[src/rtl/train_sequencer.sv]
// -----------------------------------------------------------------------------
// train_sequencer
//
// Top-level control unit for the perceptron training datapath. A run is a
// series of epochs. Each epoch is a TRAIN pass over all NSAMP samples
// (weight-update enable), an EVAL pass over all samples (error accumulation),
// and a one-cycle CHECK. CHECK decides whether to stop on convergence, stop
// on the epoch limit, or start the next epoch.
//
// Optional feature: define TRAIN_SEQ_ABORT_EN to add the 'abort' input. When
// it is high in TRAIN, EVAL or CHECK, the run ends in DONE on the next cycle
// with converged=0. epoch and err_acc keep their current values.
//
// Ports:
//   clk          clock, rising edge
//   rst          asynchronous, active-high reset
//   start        pulse; begins a run from IDLE or DONE (ignored while busy)
//   thresh       convergence threshold, latched at start
//   sample_done  datapath finished the current sample
//   err_in       error magnitude of the current sample (valid with sample_done)
//   abort        (TRAIN_SEQ_ABORT_EN only) ends the run early
//   sample_req   datapath should process the sample at addr
//   addr         current sample index
//   en_cc        weight-update enable (TRAIN pass)
//   en_err       error-accumulate enable (EVAL pass)
//   epoch        completed epoch count
//   err_acc      accumulated error of the current/last epoch (saturating)
//   busy         run in progress
//   done         run finished
//   converged    run ended with err_acc <= threshold
// -----------------------------------------------------------------------------
module train_sequencer #(
    parameter int NSAMP     = 150,
    parameter int CNT_W     = 8,
    parameter int MAX_EPOCH = 16,
    parameter int EP_W      = 5,
    parameter int ERR_W     = 16,
    parameter int ACC_W     = 24
) (
    input  logic             clk,
    input  logic             rst,
    input  logic             start,
    input  logic [ACC_W-1:0] thresh,
    input  logic             sample_done,
    input  logic [ERR_W-1:0] err_in,
`ifdef TRAIN_SEQ_ABORT_EN
    input  logic             abort,
`endif
    output logic             sample_req,
    output logic [CNT_W-1:0] addr,
    output logic             en_cc,
    output logic             en_err,
    output logic [EP_W-1:0]  epoch,
    output logic [ACC_W-1:0] err_acc,
    output logic             busy,
    output logic             done,
    output logic             converged
);

    typedef enum logic [2:0] {
        S_IDLE  = 3'd0,
        S_TRAIN = 3'd1,
        S_EVAL  = 3'd2,
        S_CHECK = 3'd3,
        S_DONE  = 3'd4
    } state_t;

    // The wrap point comes from NSAMP, not from natural counter overflow.
    localparam logic [CNT_W-1:0] LAST_ADDR = CNT_W'(NSAMP - 1);
    localparam logic [EP_W-1:0]  MAX_EP    = EP_W'(MAX_EPOCH);

    state_t           state_r;
    logic [ACC_W-1:0] thresh_r;

    logic             abort_s;
    logic [ACC_W:0]   sum_s;
    logic [ACC_W-1:0] sat_acc_s;
    logic [EP_W-1:0]  epoch_inc_s;
    logic             last_addr_s;
    logic [CNT_W-1:0] next_addr_s;

`ifdef TRAIN_SEQ_ABORT_EN
    assign abort_s = abort;
`else
    assign abort_s = 1'b0;
`endif

    // Saturating error add, epoch increment and sample-address advance.
    always_comb begin
        sum_s       = {1'b0, err_acc} + {{(ACC_W + 1 - ERR_W){1'b0}}, err_in};
        sat_acc_s   = sum_s[ACC_W-1:0];
        epoch_inc_s = epoch + EP_W'(1);
        last_addr_s = (addr == LAST_ADDR);
        next_addr_s = addr + CNT_W'(1);
        if (sum_s[ACC_W]) begin
            sat_acc_s = {ACC_W{1'b1}};
        end else begin
            sat_acc_s = sum_s[ACC_W-1:0];
        end
        if (last_addr_s) begin
            next_addr_s = {CNT_W{1'b0}};
        end else begin
            next_addr_s = addr + CNT_W'(1);
        end
    end

    // Sequencer FSM. The Moore outputs are registered and updated together
    // with the state transition, so they always match the current state.
    always_ff @(posedge clk or posedge rst) begin
        if (rst) begin
            state_r    <= S_IDLE;
            thresh_r   <= {ACC_W{1'b0}};
            sample_req <= 1'b0;
            addr       <= {CNT_W{1'b0}};
            en_cc      <= 1'b0;
            en_err     <= 1'b0;
            epoch      <= {EP_W{1'b0}};
            err_acc    <= {ACC_W{1'b0}};
            busy       <= 1'b0;
            done       <= 1'b0;
            converged  <= 1'b0;
        end else begin
            case (state_r)
                S_IDLE, S_DONE: begin
                    // Without start, DONE simply holds its results.
                    if (start) begin
                        state_r    <= S_TRAIN;
                        thresh_r   <= thresh;
                        addr       <= {CNT_W{1'b0}};
                        epoch      <= {EP_W{1'b0}};
                        err_acc    <= {ACC_W{1'b0}};
                        converged  <= 1'b0;
                        done       <= 1'b0;
                        sample_req <= 1'b1;
                        en_cc      <= 1'b1;
                        en_err     <= 1'b0;
                        busy       <= 1'b1;
                    end
                end
                S_TRAIN: begin
                    if (abort_s) begin
                        state_r    <= S_DONE;
                        converged  <= 1'b0;
                        done       <= 1'b1;
                        sample_req <= 1'b0;
                        en_cc      <= 1'b0;
                        en_err     <= 1'b0;
                        busy       <= 1'b0;
                    end else if (sample_done) begin
                        addr <= next_addr_s;
                        if (last_addr_s) begin
                            state_r <= S_EVAL;
                            en_cc   <= 1'b0;
                            en_err  <= 1'b1;
                        end
                    end
                end
                S_EVAL: begin
                    if (abort_s) begin
                        state_r    <= S_DONE;
                        converged  <= 1'b0;
                        done       <= 1'b1;
                        sample_req <= 1'b0;
                        en_cc      <= 1'b0;
                        en_err     <= 1'b0;
                        busy       <= 1'b0;
                    end else if (sample_done) begin
                        err_acc <= sat_acc_s;
                        addr    <= next_addr_s;
                        if (last_addr_s) begin
                            state_r    <= S_CHECK;
                            sample_req <= 1'b0;
                            en_err     <= 1'b0;
                        end
                    end
                end
                S_CHECK: begin
                    if (abort_s) begin
                        state_r   <= S_DONE;
                        converged <= 1'b0;
                        done      <= 1'b1;
                        busy      <= 1'b0;
                    end else begin
                        epoch <= epoch_inc_s;
                        // err_acc already holds the final EVAL add here.
                        if (err_acc <= thresh_r) begin
                            state_r   <= S_DONE;
                            converged <= 1'b1;
                            done      <= 1'b1;
                            busy      <= 1'b0;
                        end else if (epoch_inc_s == MAX_EP) begin
                            state_r   <= S_DONE;
                            converged <= 1'b0;
                            done      <= 1'b1;
                            busy      <= 1'b0;
                        end else begin
                            state_r    <= S_TRAIN;
                            err_acc    <= {ACC_W{1'b0}};
                            sample_req <= 1'b1;
                            en_cc      <= 1'b1;
                        end
                    end
                end
                default: begin
                    state_r    <= S_IDLE;
                    sample_req <= 1'b0;
                    en_cc      <= 1'b0;
                    en_err     <= 1'b0;
                    busy       <= 1'b0;
                    done       <= 1'b0;
                    converged  <= 1'b0;
                end
            endcase
        end
    end

endmodule

[config.mk]
export PLATFORM = sky130hd
export DESIGN_NAME = train_sequencer
export DESIGN_NICKNAME = d
export VERILOG_FILES = /design/src/rtl/train_sequencer.sv
export SDC_FILE = /design/constraint.sdc
export NUM_CORES = 1
export LEC_CHECK = 0
export CORE_MARGIN = 3
export CORE_UTILIZATION = 35
export DETAILED_ROUTE_END_ITERATION = 8
export HOLD_SLACK_MARGIN = 0.08
export MAX_ROUTING_LAYER = met4
export PLACE_DENSITY_LB_ADDON = 0.08
export SLEW_MARGIN = 20
export SYNTH_ARGS = -nofsm -noshare
export SYNTH_HDL_FRONTEND = slang
export SYNTH_SLANG_ARGS = --single-unit
[constraint.sdc]
create_clock -name clk -period 2.6 [get_ports clk]
set_clock_uncertainty 0.05 [all_clocks]
set_input_delay 0.39 -clock clk [delete_from_list [all_inputs] [get_ports clk]]
set_output_delay 0.39 -clock clk [all_outputs]
set_load 0.005 [all_outputs]
==> impl_metrics.tcl <==
set metrics [dict create \
    outcome "complete, but fails checks" \
    violations "negative setup slack" \
    synth_nets 627 \
    vias 4536 \
    maxCapViolations 0 \
    drv_slew 0 \
    ys_seq_area_share_pct 38.3 \
    synth_area_um2 4570 \
    critPathKind "flop to flop" \
    diodes 0 \
    fin_crit_sh_pct 102 \
    grt_overflow 0 \
    htreeDepth 3 \
    dp.cells 860 \
    wirelength_mm 13.7 \
    synth-simple-area-share_pct 18.7 \
    cts_buffer_depth 2 \
    drcViolationCount 0 \
    crit_path_end_kind "flop" \
    rsz0062_at_grt "true" \
    post_drt_wl_per_cell_um 15.4 \
    instances_no_fill 887 \
    drive_gt1_share_pct 22.8 \
    row_count 41 \
    worstSkewPairLatency_ns 0.34 \
    synth-xor-area-share_pct 2.87 \
    worst_setup_path_start_kind "flop" \
    grt_use_met1_pct 27.6 \
    met3_usage_pct 4.07 \
    drt_pass1_iterations 5 \
    core_um2 12700 \
    grt_max_degree 53 \
    crit_family "compound AO/OA/AOI/OAI gates" \
    setup_violations 6 \
    synthFlopType "dfrtp_1" \
    gr-max-usage-layer "met1" \
    period_needed_ns 2.66 \
    cp_slowest_stage_delay_ns 0.39 \
    power.density_nw_per_um2 520 \
    finalWorstSetupSlack_ns -0.0585 \
    viasPerCell 5.11 \
    netlist_instances 538 \
    drt_iter0_drc 225 \
    synth-adder-area-share_pct 12.5 \
    io_pins 87 \
    cp_max_fo 7 \
    synth_top_family_by_area "compound AO/OA/AOI/OAI gates" \
    use_met2_pct 26.9 \
    antenna_found_initial 0 \
    root_buffer "clkbuf_16" \
    holdWs_ns 0.318 \
    chipHeight_um 120 \
    tightest_slew_ns 0.582 \
    worst-path-buf-inv 3 \
    finalSetupTns_ns -0.175 \
    worstPathCellList "ha_1, nand4_1, buf_4, nor4_2, buf_4, o31a_1, o211ai_4, a21o_4, buf_4, nor3b_4, nor3_2" \
    hpwl_mm 10.1 \
    finalHoldViolCount 0 \
    peakVddDrop_mv 0.274 \
    grt_usage_pct 19.2 \
    synth_edf_count 0 \
    synth-compound-area-share_pct 23.3 \
    cts_sinks 70 \
    synth.avg_cell_area_um2 8.50 \
    worst-endpoint-required_ns 2.77 \
    dieArea_um2 14500 \
    muxShareOfSynthArea_pct 0.219 \
    yosys_warnings 0 \
    maxSlewHeadroom_pct 61.1 \
    num-nets-final 799 \
    async_flop_share_pct 100 \
    fp.dieW_um 120 \
    grt_pass1_wl_mm 21.7 \
    clk_pin_slew_ns 0.05 \
    fmax_mhz 376 \
    start_util_pct 35.9 \
    syn_to_final_growth_pct 53.1 \
    crit_top_cell "buf_4" \
    p_leak_nw 3.15 \
    crit_slowest_cell "dfrtp_1" \
    p_total_mw 3.64 \
    hold_class "primary input to asynchronous set/reset pin" \
    grt_pass1_vias 4359 \
    cts_made_buffers 9 \
    dpl_worst_slack_ns -0.404 \
    nFillCells 1210 \
    crit_arrival_ns 2.83 \
    place.port_buffers 86 \
    ys_ff_latch 70 \
    ys_types 59 \
    gp_congestion 0.885 \
    ant_nets 0 \
    cts_tree "built" \
]
==> cells in the mapped netlist (all sizes together), types with 9 or more instances <==
library cell / count / area [um^2]
dfrtp: 70 / 1750
o21ai: 74 / 370
xnor2: 10 / 87.6
clkbuf: 11 / 41.3
inv: 32 / 120
a21oi: 39 / 199
nor2: 46 / 173
nand2: 72 / 270
nor3: 13 / 76.3
ha: 44 / 551
o31ai: 9 / 67.6
nand3: 21 / 105
==> kinds of logic (layout without fill, tap and decap cells) <==
kind of cell | after synthesis | after routing
muxes | 1 | 1
adders and majority gates | 45 | 45
buffers and inverters | 48 | 225
AOI/OAI and AO/OA | 173 | 173
DFF | 70 | 70
and+or+nand+nor | 186 | 186
xor gates and xnor gates | 15 | 15
==> state kept, by name, indices dropped and copies added, names as in the netlist <==
name and cells:
done 1, sample_req 1, err_acc 24, busy 1, en_err 1, thresh_r 24
converged 1, epoch 5, addr 8, state_r 3, en_cc 1
==> where the power goes <==
| part | leakage [nW] | total (mW) | switching, mW | internal (mW) |
|---|---|---|---|---|
| clock network | 0.157 | 1.33 | 0.464 | 0.863 |
| registers | 0.920 | 1.37 | 0.107 | 1.26 |
| logic | 2.07 | 0.942 | 0.469 | 0.473 |
| total | 3.15 | 3.64 | 1.04 | 2.60 |
==> path summary, 6_finish.rpt <==
| kind | from | end | slack, ns | cells after the start |
|---|---|---|---|---|
| min | rst | epoch[3] | 0.32 | 2 |
| max | err_acc[13] | err_acc[23] | -0.06 | 11 |
| min in group clk | thresh_r[0] | thresh_r[0] | 0.43 | 2 |
| min reg2reg | thresh_r[0] | thresh_r[0] | 0.43 | 2 |
| max in group asynchronous | rst | err_acc[8] | 1.57 | 3 |
| max reg2reg | err_acc[13] | err_acc[23] | -0.06 | 11 |
==> repair_timing <==
action	in CTS	in global routing
hold buffers	0	0
endpoints found under the setup margin	27	26
buffers inserted	0	9
cloned	0	2
gates resized for setup	5	67
pin swaps	4	33
==> cell type report <==
class | count | area (um^2) | area share [%]
timing repair buffer | 177 | 1630 | 23.3
inverter | 32 | 120 | 1.72
clock inverter | 4 | 70.1 | 1.00
sequential | 70 | 1750 | 25.0
multi-input combinational | 420 | 2960 | 42.3
clock buffer | 12 | 246 | 3.52
tap | 172 | 215 | 3.07
==> layer usage <==
metal	wire length (um)	share of wire (%)	vias to the layer above
li1	-	-	2267
met1	6810	50	2122
met2	5980	44	129
met3	684	5.0	18
met5	0	0	-
met4	220	1.6	0
==> metrics by stage <==
step           instance area [um^2]  util, %
2_1_floorplan                  4570        -
3_3_place_gp                   6210     48.8
3_5_place_dp                   6210     48.8
4_1_cts                        6540     51.4
5_1_grt                        7000     55.0
6_report                       7000     55.0
==> placed cells by master, fill, tap and decap left out, types with 4 or more instances in the layout <==
cell type,synthesis,layout
xor2_1,5,5
nand4_1,8,8
ha_1,44,31
a21o_1,6,6
nor2_1,46,42
inv_1,32,29
nor3_1,12,7
and3_1,5,5
xnor2_1,10,10
o21bai_1,4,4
nor3_2,0,5
o21a_1,4,4
a31oi_1,8,7
nand3_1,21,21
a21oi_2,1,5
clkdlybuf4s50_1,0,85
o21ai_0,70,58
a21oi_1,38,33
o21ai_1,4,13
o211ai_1,4,4
clkbuf_16,0,11
ha_4,0,13
dfrtp_1,70,70
nand2_1,72,69
o31ai_1,9,6
buf_4,1,82
(Power assumes the default switching activity.)
